### src/rtl/brush_plotter_if.sv
`default_nettype none
// ============================================================================
// Module : brush_plotter_if
// Brief  : Stamp request / pixel-write bundle between the paint controller
//          (master) and the brush plotter (slave).
// Rev    : 1.0  initial release
// ============================================================================
interface brush_plotter_if #(
    parameter int XW = 8,
    parameter int YW = 7
);
    logic          go;
    logic [XW-1:0] x_in;
    logic [YW-1:0] y_in;
    logic [2:0]    colour_in;
    logic [1:0]    size;
    logic          erase;
    logic [XW-1:0] x;
    logic [YW-1:0] y;
    logic [2:0]    colour;
    logic          plot;
    logic          busy;
    logic          done;

    modport master (
        output go, x_in, y_in, colour_in, size, erase,
        input  x, y, colour, plot, busy, done
    );

    modport slave (
        input  go, x_in, y_in, colour_in, size, erase,
        output x, y, colour, plot, busy, done
    );
endinterface
`default_nettype wire

### src/rtl/brush_plotter.sv
`default_nettype none
// ============================================================================
// Module : brush_plotter
// Brief  : Expands one brush stamp into an NxN stream of clipped pixel writes.
//          Optional macro BRUSH_ROUND_EN rounds the corners of 4x4 and 8x8.
// Rev    : 1.0  initial release
// ============================================================================
module brush_plotter #(
    parameter int X_MAX = 160,
    parameter int Y_MAX = 120,
    parameter int XW    = 8,
    parameter int YW    = 7
) (
    input wire              Clock,
    input wire              Reset,
    brush_plotter_if.slave  bus
);
    localparam logic [XW:0] c_X_MAX = (XW+1)'(X_MAX);
    localparam logic [YW:0] c_Y_MAX = (YW+1)'(Y_MAX);

    typedef enum logic [1:0] {
        S_IDLE = 2'd0,
        S_DRAW = 2'd1,
        S_DONE = 2'd2
    } state_t;

    state_t        r_state;
    logic [XW-1:0] r_xb;
    logic [YW-1:0] r_yb;
    logic [1:0]    r_size;
    logic [2:0]    r_dx;
    logic [2:0]    r_dy;
    logic [XW-1:0] r_x;
    logic [YW-1:0] r_y;
    logic [2:0]    r_colour;
    logic          r_plot;
    logic          r_busy;
    logic          r_done;

    logic          w_idle;
    logic [1:0]    w_size;
    logic [2:0]    w_nm1;
    logic          w_last_x;
    logic          w_last;
    logic [2:0]    w_ndx;
    logic [2:0]    w_ndy;
    logic [XW-1:0] w_bx;
    logic [YW-1:0] w_by;
    logic [XW:0]   w_sx;
    logic [YW:0]   w_sy;
    logic          w_keep;
    logic          w_plot_next;

    // The slot being computed is the first one when leaving IDLE, else the successor of (r_dx,r_dy)
    assign w_idle   = (r_state == S_IDLE);
    assign w_size   = w_idle ? bus.size : r_size;
    assign w_nm1    = 3'((4'd1 << w_size) - 4'd1);
    assign w_last_x = (r_dx == w_nm1);
    assign w_last   = w_last_x && (r_dy == w_nm1);
    assign w_ndx    = (w_idle || w_last_x) ? 3'd0 : r_dx + 3'd1;
    assign w_ndy    = w_idle ? 3'd0 : (w_last_x ? r_dy + 3'd1 : r_dy);
    assign w_bx     = w_idle ? bus.x_in : r_xb;
    assign w_by     = w_idle ? bus.y_in : r_yb;
    assign w_sx     = {1'b0, w_bx} + {{(XW-2){1'b0}}, w_ndx};
    assign w_sy     = {1'b0, w_by} + {{(YW-2){1'b0}}, w_ndy};

`ifdef BRUSH_ROUND_EN
    logic [2:0] w_ex;
    logic [2:0] w_ey;
    logic [2:0] w_thr;
    // Distance to the nearest edge on each axis; corner cells lie below a size-dependent threshold
    assign w_ex   = (w_ndx < 3'(w_nm1 - w_ndx)) ? w_ndx : 3'(w_nm1 - w_ndx);
    assign w_ey   = (w_ndy < 3'(w_nm1 - w_ndy)) ? w_ndy : 3'(w_nm1 - w_ndy);
    assign w_thr  = (w_size == 2'd3) ? 3'd2 : ((w_size == 2'd2) ? 3'd1 : 3'd0);
    assign w_keep = ({1'b0, w_ex} + {1'b0, w_ey}) >= {1'b0, w_thr};
`else
    assign w_keep = 1'b1;
`endif

    assign w_plot_next = (w_sx < c_X_MAX) && (w_sy < c_Y_MAX) && w_keep;

    always_ff @(posedge Clock) begin
        if (Reset) begin
            r_state  <= S_IDLE;
            r_xb     <= '0;
            r_yb     <= '0;
            r_size   <= 2'd0;
            r_dx     <= 3'd0;
            r_dy     <= 3'd0;
            r_x      <= '0;
            r_y      <= '0;
            r_colour <= 3'd0;
            r_plot   <= 1'b0;
            r_busy   <= 1'b0;
            r_done   <= 1'b0;
        end else begin
            case (r_state)
                S_IDLE: begin
                    r_plot <= 1'b0;
                    r_done <= 1'b0;
                    if (bus.go) begin
                        r_xb     <= bus.x_in;
                        r_yb     <= bus.y_in;
                        r_size   <= bus.size;
                        r_colour <= bus.erase ? 3'd0 : bus.colour_in;
                        r_dx     <= 3'd0;
                        r_dy     <= 3'd0;
                        r_x      <= w_sx[XW-1:0];
                        r_y      <= w_sy[YW-1:0];
                        r_plot   <= w_plot_next;
                        r_busy   <= 1'b1;
                        r_state  <= S_DRAW;
                    end
                end
                S_DRAW: begin
                    if (w_last) begin
                        r_plot  <= 1'b0;
                        r_busy  <= 1'b0;
                        r_done  <= 1'b1;
                        r_state <= S_DONE;
                    end else begin
                        r_dx   <= w_ndx;
                        r_dy   <= w_ndy;
                        r_x    <= w_sx[XW-1:0];
                        r_y    <= w_sy[YW-1:0];
                        r_plot <= w_plot_next;
                    end
                end
                S_DONE: begin
                    r_done  <= 1'b0;
                    r_state <= S_IDLE;
                end
                default: r_state <= S_IDLE;
            endcase
        end
    end

    assign bus.x      = r_x;
    assign bus.y      = r_y;
    assign bus.colour = r_colour;
    assign bus.plot   = r_plot;
    assign bus.busy   = r_busy;
    assign bus.done   = r_done;
endmodule
`default_nettype wire

### src/flat_wrapper.sv
// flat-port wrapper written by rule: the top's interface ports become plain ports
module brush_plotter_flat 
#(
    parameter int X_MAX = 160,
    parameter int Y_MAX = 120,
    parameter int XW    = 8,
    parameter int YW    = 7
)
  (Clock, Reset, bus_go, bus_x_in, bus_y_in, bus_colour_in, bus_size, bus_erase, bus_x, bus_y, bus_colour, bus_plot, bus_busy, bus_done);
  brush_plotter_if #(.XW(XW), .YW(YW)) bus_i ();
  input wire Clock;
  input wire Reset;
  input wire logic [$bits(bus_i.go)-1:0] bus_go;
  input wire logic [$bits(bus_i.x_in)-1:0] bus_x_in;
  input wire logic [$bits(bus_i.y_in)-1:0] bus_y_in;
  input wire logic [$bits(bus_i.colour_in)-1:0] bus_colour_in;
  input wire logic [$bits(bus_i.size)-1:0] bus_size;
  input wire logic [$bits(bus_i.erase)-1:0] bus_erase;
  output wire logic [$bits(bus_i.x)-1:0] bus_x;
  output wire logic [$bits(bus_i.y)-1:0] bus_y;
  output wire logic [$bits(bus_i.colour)-1:0] bus_colour;
  output wire logic [$bits(bus_i.plot)-1:0] bus_plot;
  output wire logic [$bits(bus_i.busy)-1:0] bus_busy;
  output wire logic [$bits(bus_i.done)-1:0] bus_done;
  assign bus_i.go = bus_go;
  assign bus_i.x_in = bus_x_in;
  assign bus_i.y_in = bus_y_in;
  assign bus_i.colour_in = bus_colour_in;
  assign bus_i.size = bus_size;
  assign bus_i.erase = bus_erase;
  assign bus_x = bus_i.x;
  assign bus_y = bus_i.y;
  assign bus_colour = bus_i.colour;
  assign bus_plot = bus_i.plot;
  assign bus_busy = bus_i.busy;
  assign bus_done = bus_i.done;
  brush_plotter #(.X_MAX(X_MAX), .Y_MAX(Y_MAX), .XW(XW), .YW(YW)) u_core (.Clock(Clock), .Reset(Reset), .bus(bus_i));
endmodule
### config.mk
export PLATFORM = sky130hd
export DESIGN_NAME = brush_plotter_flat
export DESIGN_NICKNAME = d
export VERILOG_FILES = /design/src/rtl/brush_plotter_if.sv /design/src/rtl/brush_plotter.sv /design/src/flat_wrapper.sv
export SDC_FILE = /design/constraint.sdc
export NUM_CORES = 1
export LEC_CHECK = 0
export ABC_CLOCK_PERIOD_IN_PS = 8100
export CAP_MARGIN = 20
export CORE_MARGIN = 1.5
export CORE_UTILIZATION = 57
export DETAILED_ROUTE_END_ITERATION = 10
export MAX_ROUTING_LAYER = met4
export PLACE_DENSITY = 0.85
export SLEW_MARGIN = 5
export SYNTH_ARGS = -nofsm -noshare
export SYNTH_HDL_FRONTEND = slang
export SYNTH_SLANG_ARGS = --single-unit
### constraint.sdc
create_clock -name Clock -period 8.1 [get_ports Clock]
set_input_delay 1.62 -clock Clock [delete_from_list [all_inputs] [get_ports Clock]]
set_output_delay 1.62 -clock Clock [all_outputs]
set_load 0.1 [all_outputs]
==> summary.md <==
| Metric | Value |
|---|---|
| Status | completed |
| Die Height | 71.15 um |
| Synth async-reset ratio | 0% |
| Initial DRC Count | 206 |
| Tmin final | 5.155 ns |
| Worst hold stages | 2 |
| Slew Limit Fails | 0 |
| Reg clk slew, reported paths | 0.08 ns |
| Area Growth Syn to Fin | 20.46% |
| Hold Path End | u_core.bus.colour[0] |
| LEAKAGE | 1.291 nW |
| Sum of routed wire length over all layers | 6046 um |
| Die width | 71.15 um |
| Syn Inst Count | 329 |
| GPL Wtd Cong | 0.9214 |
| Vias in the first global route | 2259 |
| Area contributors post-synth | dfxtp_1 35%, nand2_1 11%, mux2i_1 6.4% |
| Max-cap violation count | 0 |
| Startpoint Class | primary input |
| Hold buffer count at cts | 0 |
| Wire per inst | 14.53 um |
| CTS root buf | clkbuf_8 |
| Reg2reg end | u_core.bus.plot |
| Yosys Warn Count | 0 |
| Worst skew pair latency | 0.30 ns |
| Critical path required time | 8.27 ns |
| Met2 Track Usage GR | 40.43% |
| Starting density of the core | 59.98% |
| Pre-CTS setup slack | 2.680 ns |
| Distinct cell type count after synthesis | 49 |
| Die area | 5062 um2 |
| Top fanout value on the critical path | 7 |
| Cell row count | 24 |
| Non-filler cells, final | 416 |
| R2r setup slk | 3.79 ns |
| DRC violations left | 0 |
| RSZ-0062 raised after global routing | false |
| Crit. End Element | flop |
| Sequential area share after synthesis | 34.78% |
| Setup TNS | 0 ns |
| Buffer depth of the longest clock path | 2 |
| Syn_nets | 363 |
| Largest net degree at the start of global routing | 45 |
| Layout fillers | 356 |
| H-tree Lvls | 2 |
| Hold slack final | 0.4547 ns |
| Post-Syn Area | 2648 um2 |
| Yosys top cell area share | 34.78% |
| Antenna-violating nets left | 0 |
| IO buf count | 44 |
| Core Region | 4414 um2 |
| Total GRT Usage | 26.80% |
| Post-DP HPWL | 4358 um |
| GRT met3 Usage | 4.986% |
| Worst r2r src | u_core.r_state[0] |
| Commonest cells after routing, fill and taps aside | 77 x nand2_1, 46 x dfxtp_1, 44 x clkdlybuf4s50_1 |
| Hold WC Path Type | reg2reg |
| Syn avg cell area | 8.047 um2 |
| Grt met1 use | 36.31% |
| Final instance area | 3189 um2 |
| Vias per cell | 5.885 |
| # diodes | 0 |
| Post-CTS resize count | 0 |
| Yosys top cell by area | dfxtp_1 |
| Fin Clk Skew | 0.004620 ns |
| Io pins | 45 |
| Hold Crit Start | u_core.bus.colour[0] |
| Maximum vdd drop | 0.1134 mV |
| CTS sink cnt | 46 |
| Worst relative slew slack | 34.44% |
| Initial antenna violation count | 0 |
| GR peak layer | met2 |
| Fmax | 0.1940 GHz |
| Hold Fails Final Rpt | 0 |
| Setup slack after layout | 2.945 ns |
| Vias after detailed routing | 2448 |
| CTS tree | yes |
| Worst EP arrival | 5.32 ns |
| Num CTS Buffers | 5 |
| Post-Place Cells | 408 |
| First-pass GRT wire length | 10570 um |
| Worst r2r path cells | 14 |
| Share of cells above drive strength 1 | 7.143% |
| Crit path kind | in2reg |
| Grt ovf | 0 |
| Main flop type after synthesis | dfxtp_1 |
| Nets | 397 |
| Pwr Density | 202.1 nW/um2 |
| Setup bufs post-CTS | 0 |
| TritonRoute pass-1 iters | 5 |
| DP Area | 3083 um2 |
| Number of synthesized register bits | 46 |
| Final setup fails | 0 |
| Commonest non-fill, non-tap cell in the layout | nand2_1 |
| Tcrit/Tclk final | 63.64% |
| Worst slew pin tran | 0.9803 ns |
| Post-synth EDFFs | 0 |
## stage by stage
stage	util [%]	total power, W
2_1_floorplan	-	0.0004261
3_3_place_gp	69.84	0.0004751
4_1_cts	72.25	0.0006448
5_1_grt	72.25	0.0006734
3_5_place_dp	69.84	0.0004795
6_report	72.25	0.0006445
## report_power, final
part	internal (W)	switching, W
logic	0.0000677	0.000151
registers	0.000244	0.0000126
clock network	0.0000924	0.0000769
total	0.000404	0.000241
## worst max-delay path, cell delays in order
cell	delay, ns
clkdlybuf4s50_1	0.55
nor4b_1	0.28
a31oi_1	0.11
a2111oi_2	0.62
nor2_1	0.24
xnor2_1	0.21
nor2_1	0.08
ha_1	0.24
fa_1	0.40
a21oi_1	0.15
a21oi_1	0.08
a21boi_0	0.15
xor2_1	0.18
o32ai_1	0.27
o32ai_1	0.12
## metal layers
| layer | share of wire, % | vias up |
|---|---|---|
| li1 | - | 1205 |
| met1 | 44 | 1125 |
| met2 | 46 | 108 |
| met3 | 7.8 | 10 |
| met4 | 1.7 | 0 |
| met5 | 0 | - |
## cell usage after synthesis (all sizes together) (6+ instances only)
master,n
dfxtp,46
nand2,77
nand3,16
nor2,19
clkbuf,15
xor2,7
inv,8
nor2b,9
mux2,7
xnor2,6
o32ai,6
a21oi,34
ha,8
mux2i,17
## cell type report
type / count / area [um2] / area share, %
clock buffers: 7 / 76.32 / 2.393
clock inverters: 1 / 30.03 / 0.9415
inverters: 8 / 30.03 / 0.9415
multi-input cells: 255 / 1604 / 50.29
flip-flops and latches: 46 / 920.9 / 28.87
well taps: 52 / 65.06 / 2.040
repair buffers: 47 / 462.9 / 14.52
## registers in the layout (all words and copies together), names as in the netlist
name and flops:
u_core.bus.busy 1, u_core.bus.colour 3, u_core.bus.done 1, u_core.bus.plot 1
u_core.bus.x 8, u_core.bus.y 7, u_core.r_dx 3, u_core.r_dy 3
u_core.r_size 2, u_core.r_state 2, u_core.r_xb 8, u_core.r_yb 7
## cells by family (layout without fill, tap and decap cells)
logic type      count (synthesis)  count (layout)  share of synthesized area [%]
mux                            24              24                          9.405
fa+ha+maj                      10              10                          5.293
xor+xnor                       13              13                          4.301
buf+inv                        28              63                          4.631
flops                          46              46                          34.78
simple gates                  148             148                          26.37
compound gates                 60              60                          15.22
## how the worst max path moves through the flow
stage	endpoint	cells after the start	startpoint	slack, ns
2_1_floorplan	u_core.bus.plot	14	bus_size[1]	3.61
3_3_place_gp	u_core.bus.plot	15	bus_size[1]	2.86
3_5_place_dp	u_core.bus.plot	15	bus_size[1]	2.68
4_1_cts	u_core.bus.plot	15	bus_size[1]	3.01
5_1_grt	u_core.bus.plot	14	bus_size[1]	2.54
6_report	u_core.bus.plot	15	bus_size[1]	2.95
Power figures use the tool's default switching activity.
